File: src/rtl/counter_arbiter.sv
// Shares one WIDTH-bit up-counter between NREQ requesters: round-robin grant, count 0..len-1, done pulse.
// Define COUNTER_ARB_FIXED_PRIORITY_EN to switch arbitration to fixed lowest-index-first priority.
module counter_arbiter #(
   parameter int NREQ  = 4,
   parameter int WIDTH = 8,
   localparam int OW   = $clog2(NREQ)
) (
   input  logic                    clk,
   input  logic                    reset,
   input  logic [NREQ-1:0]         req,
   input  logic [NREQ*WIDTH-1:0]   len,
   output logic [NREQ-1:0]         gnt,
   output logic [NREQ-1:0]         done,
   output logic [WIDTH-1:0]        value,
   output logic                    busy,
   output logic [OW-1:0]           owner,
   output logic [1:0]              o_dbg_state
);

   typedef enum logic [1:0] {
      S_IDLE  = 2'd0,
      S_COUNT = 2'd1,
      S_DONE  = 2'd2
   } state_t;

   // Handshake: req is a level held by the client for the whole run; dropping
   // req[owner] while counting aborts the run without a done pulse.

   state_t           r_state;
   logic [OW-1:0]    r_ptr;
   logic [WIDTH-1:0] r_len_q;

   state_t           w_state_nxt;
   logic [OW-1:0]    w_ptr_nxt;
   logic [WIDTH-1:0] w_len_nxt;
   logic [NREQ-1:0]  w_gnt_nxt;
   logic [NREQ-1:0]  w_done_nxt;
   logic [WIDTH-1:0] w_value_nxt;
   logic             w_busy_nxt;
   logic [OW-1:0]    w_owner_nxt;

   logic [OW-1:0]    w_start;
   logic [OW-1:0]    w_winner;
   logic             w_found;
   int               w_idx;
   logic [WIDTH-1:0] w_len_sel;
   logic [NREQ-1:0]  w_win_onehot;
   logic [NREQ-1:0]  w_own_onehot;
   logic [WIDTH-1:0] w_last;
   logic [OW-1:0]    w_owner_inc;

`ifdef COUNTER_ARB_FIXED_PRIORITY_EN
   assign w_start = '0;
`else
   assign w_start = r_ptr;
`endif

   // Circular search starting at w_start; first asserted request wins.
   always_comb begin
      w_found  = 1'b0;
      w_winner = '0;
      w_idx    = 0;
      for (int k = 0; k < NREQ; k++) begin
         w_idx = int'(w_start) + k;
         if (w_idx >= NREQ) w_idx = w_idx - NREQ;
         if (!w_found && req[OW'(w_idx)]) begin
            w_found  = 1'b1;
            w_winner = OW'(w_idx);
         end
      end
   end

   always_comb begin
      w_len_sel    = '0;
      w_win_onehot = '0;
      w_own_onehot = '0;
      for (int i = 0; i < NREQ; i++) begin
         if (w_winner == OW'(i)) begin
            w_len_sel       = len[i*WIDTH +: WIDTH];
            w_win_onehot[i] = 1'b1;
         end
         if (owner == OW'(i)) w_own_onehot[i] = 1'b1;
      end
   end

   // len_q == 0 makes the terminal value all-ones, giving a full 2^WIDTH run.
   assign w_last      = r_len_q - WIDTH'(1);
   assign w_owner_inc = (owner == OW'(NREQ-1)) ? '0 : owner + OW'(1);

   always_comb begin
      w_state_nxt = r_state;
      w_ptr_nxt   = r_ptr;
      w_len_nxt   = r_len_q;
      w_gnt_nxt   = gnt;
      w_done_nxt  = '0;
      w_value_nxt = value;
      w_busy_nxt  = busy;
      w_owner_nxt = owner;
      case (r_state)
         S_IDLE: begin
            if (w_found) begin
               w_len_nxt   = w_len_sel;
               w_owner_nxt = w_winner;
               w_gnt_nxt   = w_win_onehot;
               w_value_nxt = '0;
               w_busy_nxt  = 1'b1;
               w_state_nxt = S_COUNT;
            end
         end
         S_COUNT: begin
            if (!req[owner]) begin
               w_gnt_nxt   = '0;
               w_busy_nxt  = 1'b0;
               w_ptr_nxt   = w_owner_inc;
               w_state_nxt = S_IDLE;
            end else if (value == w_last) begin
               w_gnt_nxt   = '0;
               w_done_nxt  = w_own_onehot;
               w_state_nxt = S_DONE;
            end else begin
               w_value_nxt = value + WIDTH'(1);
            end
         end
         S_DONE: begin
            w_busy_nxt  = 1'b0;
            w_ptr_nxt   = w_owner_inc;
            w_state_nxt = S_IDLE;
         end
         default: begin
            w_gnt_nxt   = '0;
            w_busy_nxt  = 1'b0;
            w_state_nxt = S_IDLE;
         end
      endcase
   end

   always_ff @(posedge clk) begin
      if (reset) begin
         r_state <= S_IDLE;
         r_ptr   <= '0;
         r_len_q <= '0;
         gnt     <= '0;
         done    <= '0;
         value   <= '0;
         busy    <= 1'b0;
         owner   <= '0;
      end else begin
         r_state <= w_state_nxt;
         r_ptr   <= w_ptr_nxt;
         r_len_q <= w_len_nxt;
         gnt     <= w_gnt_nxt;
         done    <= w_done_nxt;
         value   <= w_value_nxt;
         busy    <= w_busy_nxt;
         owner   <= w_owner_nxt;
      end
   end

   assign o_dbg_state = r_state;

endmodule

File: config.mk
export PLATFORM = sky130hd
export DESIGN_NAME = counter_arbiter
export DESIGN_NICKNAME = d
export VERILOG_FILES = /design/src/rtl/counter_arbiter.sv
export SDC_FILE = /design/constraint.sdc
export NUM_CORES = 1
export LEC_CHECK = 0
export CAP_MARGIN = 20
export CORE_MARGIN = 2
export CORE_UTILIZATION = 35
export CTS_BUF_LIST = sky130_fd_sc_hd__clkbuf_8
export CTS_CLUSTER_DIAMETER = 80
export CTS_CLUSTER_SIZE = 28
export DETAILED_ROUTE_END_ITERATION = 8
export GPL_TIMING_DRIVEN = 1
export PLACE_DENSITY_LB_ADDON = 0.2
export SETUP_SLACK_MARGIN = 0.15
export SLEW_MARGIN = 25
export SYNTH_ARGS = -nofsm -noshare
export SYNTH_HDL_FRONTEND = slang
export SYNTH_SLANG_ARGS = --single-unit
File: constraint.sdc
create_clock -name clk -period 2.1 [get_ports clk]
set_clock_uncertainty 0.15 [all_clocks]
set_input_delay 0.42 -clock clk [delete_from_list [all_inputs] [get_ports clk]]
set_output_delay 0.42 -clock clk [all_outputs]
set_load 0.05 [all_outputs]
== Yosys cells after proc, flatten, opt, wreduce, memory -nomap -nowiden ==
Cells that the tools add are included.
Word-level totals
  flip-flop bits (word level): 31
  input port bits: 38
Operators by class
  add/sub/neg operators: 10
  $lt $le $gt $ge: 9
  equality and inequality tests: 14
  muxes and demuxes: 56
  bitwise logic cells: 4
  reduce and logical (&&, ||, !) cells: 18
Operators by type and width (number)
  8-bit 2-to-1 mux: 7
  2-bit 2-to-1 mux: 13
  1-bit 2-to-1 mux: 23
  2-bit by 4-bit < comparator with 1-bit output, second input constant: 4
  8-bit one-hot mux with 2 select lines: 1
  4-bit 2-to-1 mux: 3
  4-bit one-hot mux with 3 select lines: 1
  1-bit binary-select mux with 2-bit select: 5
  2-bit equality test, second input constant: 5
  3-bit >= comparator, second input constant: 3
  8-bit by 1-bit adder with 8-bit output, second input constant: 1
  8-bit equality test: 1
  2-bit inequality test, second input constant: 4
  2-bit one-hot mux with 2 select lines: 2
  2-bit AND reduction: 4
  2-bit by 1-bit subtractor with 2-bit output, second input constant: 4
  8-bit by 1-bit subtractor with 8-bit output, second input constant: 1
  2-bit by 2-bit adder with 3-bit output, second input constant: 2
  2-bit by 1-bit equality test with 1-bit output, second input constant: 3
  2-bit zero test: 3
  1-bit inverter: 4
  4-bit AND reduction: 1
  2-bit nonzero test: 2
  4-bit OR reduction: 1
  9 further kinds: 13

== Logic depth before layout (Yosys ltp) ==
  depth in word-level cells: 20
  gate-level depth with buffers: 9
  depth with buffers taken out: 8

== Least setup slack after synthesis ==
No wires, ideal clock.
  kind: reg-to-reg
  start point: register owner[0]
  end point: register value[5]
  setup time: 0.120 ns
  data arrival time: 2.210 ns
  path slack: -0.379 ns
  stages on the path, launching flop included: 7
  path buffers: 1
  cells stage by stage: dfxtp_1 -> mux4_2 -> nand2_1 -> or2_2 -> clkbuf_1 -> or4_4 -> mux2i_1
Between the ends
  word-level cells in the longest chain between the ends: 4
Ends and longest elaborated chain
  start: declaration: line 16  | output logic [OW-1:0] owner,
  start signal: assignment: line 155  | owner <= w_owner_nxt;
  1-bit binary-select mux with 2-bit select: line 111  | if (!req[owner]) begin
  1-bit 2-to-1 mux (not written as such): line 111
  2-bit inequality test (no source line)
  4-bit AND reduction (no source line)
  end signal: assignment: line 153  | value <= w_value_nxt;
  end: declaration: line 14  | output logic [WIDTH-1:0] value,
Every way passes these cells. The select of a mux whose other input is x is not followed.
A chain may end at the register's enable or synchronous reset.

== Worst setup path in the final report ==
  start point: register r_len_q[1]
  end point: register value[5]
Between the ends
  word-level cells in the longest chain between the ends: 4
Ends and longest elaborated chain
  start: declaration: line 31  | logic [WIDTH-1:0] r_len_q;
  start signal: assignment: line 150  | r_len_q <= w_len_nxt;
  8-bit by 1-bit subtractor with 8-bit output: line 87  | assign w_last = r_len_q - WIDTH'(1);
  8-bit equality test: line 116  | end else if (value == w_last) begin
  2-bit inequality test (no source line)
  4-bit AND reduction (no source line)
Every way passes these cells.

==> metrics <==
result of the run=finished with violations; violations in the final reports=setup timing; final hold violation count=0; part of the total power dissipated in the clock network=a little over a quarter; cell-by-cell trace of the critical path=inv_1 > ha_4 > nand2b_1 > a21oi_1 > o31ai_4 > buf_4 > o311a_4 > or4_4 > mux2i_1; insertion delay to the later sink of the worst-skew pair=just under 0.3 ns; actual transition at the worst max-transition pin=0.498 ns; switching power of the nets=roughly 0.57 mW; Detailed Route WL=5.29 mm; Initial DRC Count=95; Layout Cells excl Fill=approximately 380; number of different library cells in the post-synthesis netlist=43; dominant cell type by area after synthesis=dfxtp_1; required time at the endpoint of the critical path=2.13 ns; area of the core=slightly above 5000 sq um; most frequent cells after synthesis=dfxtp_1 (31), nor2_1 (22), nand2_1 (19), a21oi_1 (13), inv_1 (12); Layout fillers=441; switching share of power=about a third; DRC violation count after routing=0; RSZ-0062 raised after global routing=true; count of inserted antenna diode cells=0; start point of the worst min-delay path=value[7]; Final Util=a little over three fifths; TritonCTS buffer count=5; EDFF count, synth=0; Crit path arrival time=between 2 and 2.5 ns; worst r2r dst=value[5]; Pre-antenna DRT Iters=4; category of the critical setup timing path=reg2reg; detailed-placement wirelength estimate=between 4 and 5 mm; horizontal die dimension=about 76 um; synthesized area=~1800 sq um; CTS tree=yes; part of the power in combinational logic=around 36%; clock-pin slew reported for the worst setup and hold paths after clock tree synthesis=around 0.070 ns; layout cell share with drive strength beyond 1=approximately two fifths; largest cells by area after synthesis=dfxtp_1 (35%), mux4_2 (11%), nor2_1 (4.6%); f_max=~430 MHz; largest incremental delay on the critical path=0.42 ns; placed inst area=about 2800 sq um; sequential share of power=between 30% and 40%; final critical-path setup slack=-0.211 ns; critical path's top delay family=simple AND/OR/NAND/NOR gates; total nets after synthesis=241; Max Fanout on Critical Path=6; first-pass GRT wire length=7.81 mm; sequential element share of the synthesized area=~35%; Max Slew Vio Count=0; WHS Path Cells=2; period utilization=110%; clock net sink count=31; placed insts=between 300 and 400; top flip-flop cell by instance count after synthesis=dfxtp_1; die outline height=75.7 um; Worst Setup Start Kind=flop; total number of yosys warnings=0; async set or reset register ratio after synthesis=0%; multi-input logic area=approximately 1300 sq um; CTS max path bufs=2; Post-CTS Hold Buffers=0; all-layer global routing usage=a little under a fifth; Cell Int Power=~1.2 mW; peak supply drop=318 uV; final critical-path required period=2.31 ns; logic depth of the worst register-to-register path=9; via count=roughly 1.9k; mean post-synth cell area=9.13 sq um; initial antenna violation count=0; most frequent cell after synthesis=dfxtp_1; Synth top area share=~35%; gr ovfl total=0; final net count=354; path category of the worst min-delay check=reg2reg; Critical path buffers and inverters=2; routed wirelength normalized by instance count=between 10 and 15 um; leakage power of the design=~1.3 nW; number of global-route vias before repair=1697; number of antenna-violating nets in the routed design=0; Setup violations, final=17; PnR Total Power=between 1.5 and 2 mW; initial cell density of the core=~36%; DP Worst Slack=-0.541 ns; PwrDens=about 560 nW/um^2; number of synthesized register bits=31; io pins=~60; Die Area=around 5700 sq um; Reg2Reg Launch Point=r_len_q[1]; Final Wtd Congestion=roughly 0.80; number of max-cap violations=0; pin count of the biggest net entering global routing=12; sequential standard cell area=~640 sq um; Root Buffer=clkbuf_8; Worst slew margin=~67%; type of destination of the critical path=flop; via density per instance=around 5; end of the worst hold path=value[7]; final instance area=around 3200 sq um; Worst R2R Setup Slack=-0.21 ns; number of rows in the core area=26; library cell contributing the largest single delay on the critical path=or4_4; I/O Buffers=58; deepest level of the CTS H-tree=2; area grow syn2layout=75.2%; Post-Syn Instances=197
[tightest hold or removal path: cells and delay by family, from the launching register on]
family,cells,cell delay (ns)
flops,1,0.35
simple gates,1,0.06
compound gates,1,0.05
[layout by cell type (no fill, tap or decap), types with 2 or more instances in the layout]
master / instances
ha_1: 5
dfxtp_2: 7
clkdlybuf4s50_1: 33
nor4_2: 3
a21oi_4: 2
a31o_2: 2
nand4_1: 3
dlygate4sd2_1: 9
a22o_1: 6
inv_1: 11
mux2i_1: 5
xor2_1: 2
buf_4: 57
o21ai_1: 3
a21oi_1: 9
and2_1: 4
clkbuf_8: 5
nor2_1: 22
mux4_2: 9
dfxtp_1: 20
nand2_1: 18
dfxtp_4: 4
nor3_1: 5
o21ai_0: 2
or4_4: 2
nand2b_1: 6
nand3_1: 4
buf_2: 2
o32ai_2: 4
xnor2_1: 5
a21oi_2: 3
clkinvlp_4: 2
buf_6: 9
or3_4: 2
[worst max-delay path by stage]
stage	startpoint	end	cells past startpoint
2_1_floorplan	r_len_q[0]	value[5]	6
3_3_place_gp	req[1]	value[6]	7
3_5_place_dp	req[1]	value[6]	7
4_1_cts	r_len_q[1]	value[2]	8
5_1_grt	r_len_q[1]	value[5]	9
6_report	r_len_q[1]	value[5]	9
[final cells by class]
type                       count  share of cell area (%)
clock buffer                   5                    2.18
clock inverter                 3                   0.635
inverter                      12                    1.43
multi-input combinational    147                    40.6
sequential                    31                    20.5
tap                           70                    2.78
timing repair buffer         113                    31.9
[per-layer routing]
metal | vias up | wire (um) | GRT usage (%)
li1 | 947 | - | -
met3 | 5 | 197 | 4.50
met2 | 36 | 2740 | 31.4
met1 | 882 | 2320 | 23.3
met5 | - | 0 | 0
met4 | 0 | 33 | 4.68
[power groups by stage]
stage / Clock [mW] / Sequential (mW) / Combinational, mW
after global placement: 0 / 0.667 / 0.545
after detailed placement: 0 / 0.668 / 0.552
after global routing: 0.510 / 0.659 / 0.690
after CTS: 0.484 / 0.653 / 0.597
final: 0.481 / 0.655 / 0.642
after floorplan: 0 / 0.711 / 0.263
[flip-flops by register name, indices dropped and copies added, names as in the netlist]
register	cells
busy	1
done	4
gnt	4
o_dbg_state	2
owner	2
r_len_q	8
r_ptr	2
value	8
[through the flow]
stage / TNS (ns) / hold slack [ns]
2_1_floorplan: -0.370 / 0.313
3_3_place_gp: -9.82 / 0.312
3_5_place_dp: -10.22 / 0.317
4_1_cts: -2.04 / 0.336
5_1_grt: -3.43 / 0.354
6_report: -1.85 / 0.336
[logic make-up (layout without fill, tap and decap cells)]
| family | count (synthesis) | count (layout) | share of synthesized area [%] |
|---|---|---|---|
| adder cells (fa/ha/maj) | 6 | 6 | 4.18 |
| buffers and inverters | 19 | 133 | 4.66 |
| flip-flops | 31 | 31 | 34.5 |
| XOR/XNOR | 7 | 7 | 3.41 |
| AND/OR/NAND/NOR | 78 | 78 | 21.6 |
| AO/OA/AOI/OAI | 41 | 41 | 17.0 |
| multiplexers | 15 | 15 | 14.7 |
[what timing repair did]
item | 4_1_cts | 5_1_grt
pin swaps | 14 | 13
buffers inserted | 4 | 2
setup endpoints to repair | 36 | 26
resized for setup | 41 | 22
hold endpoints to repair | 0 | 0
cloned | 1 | 0
Power figures use the tool's default switching activity.
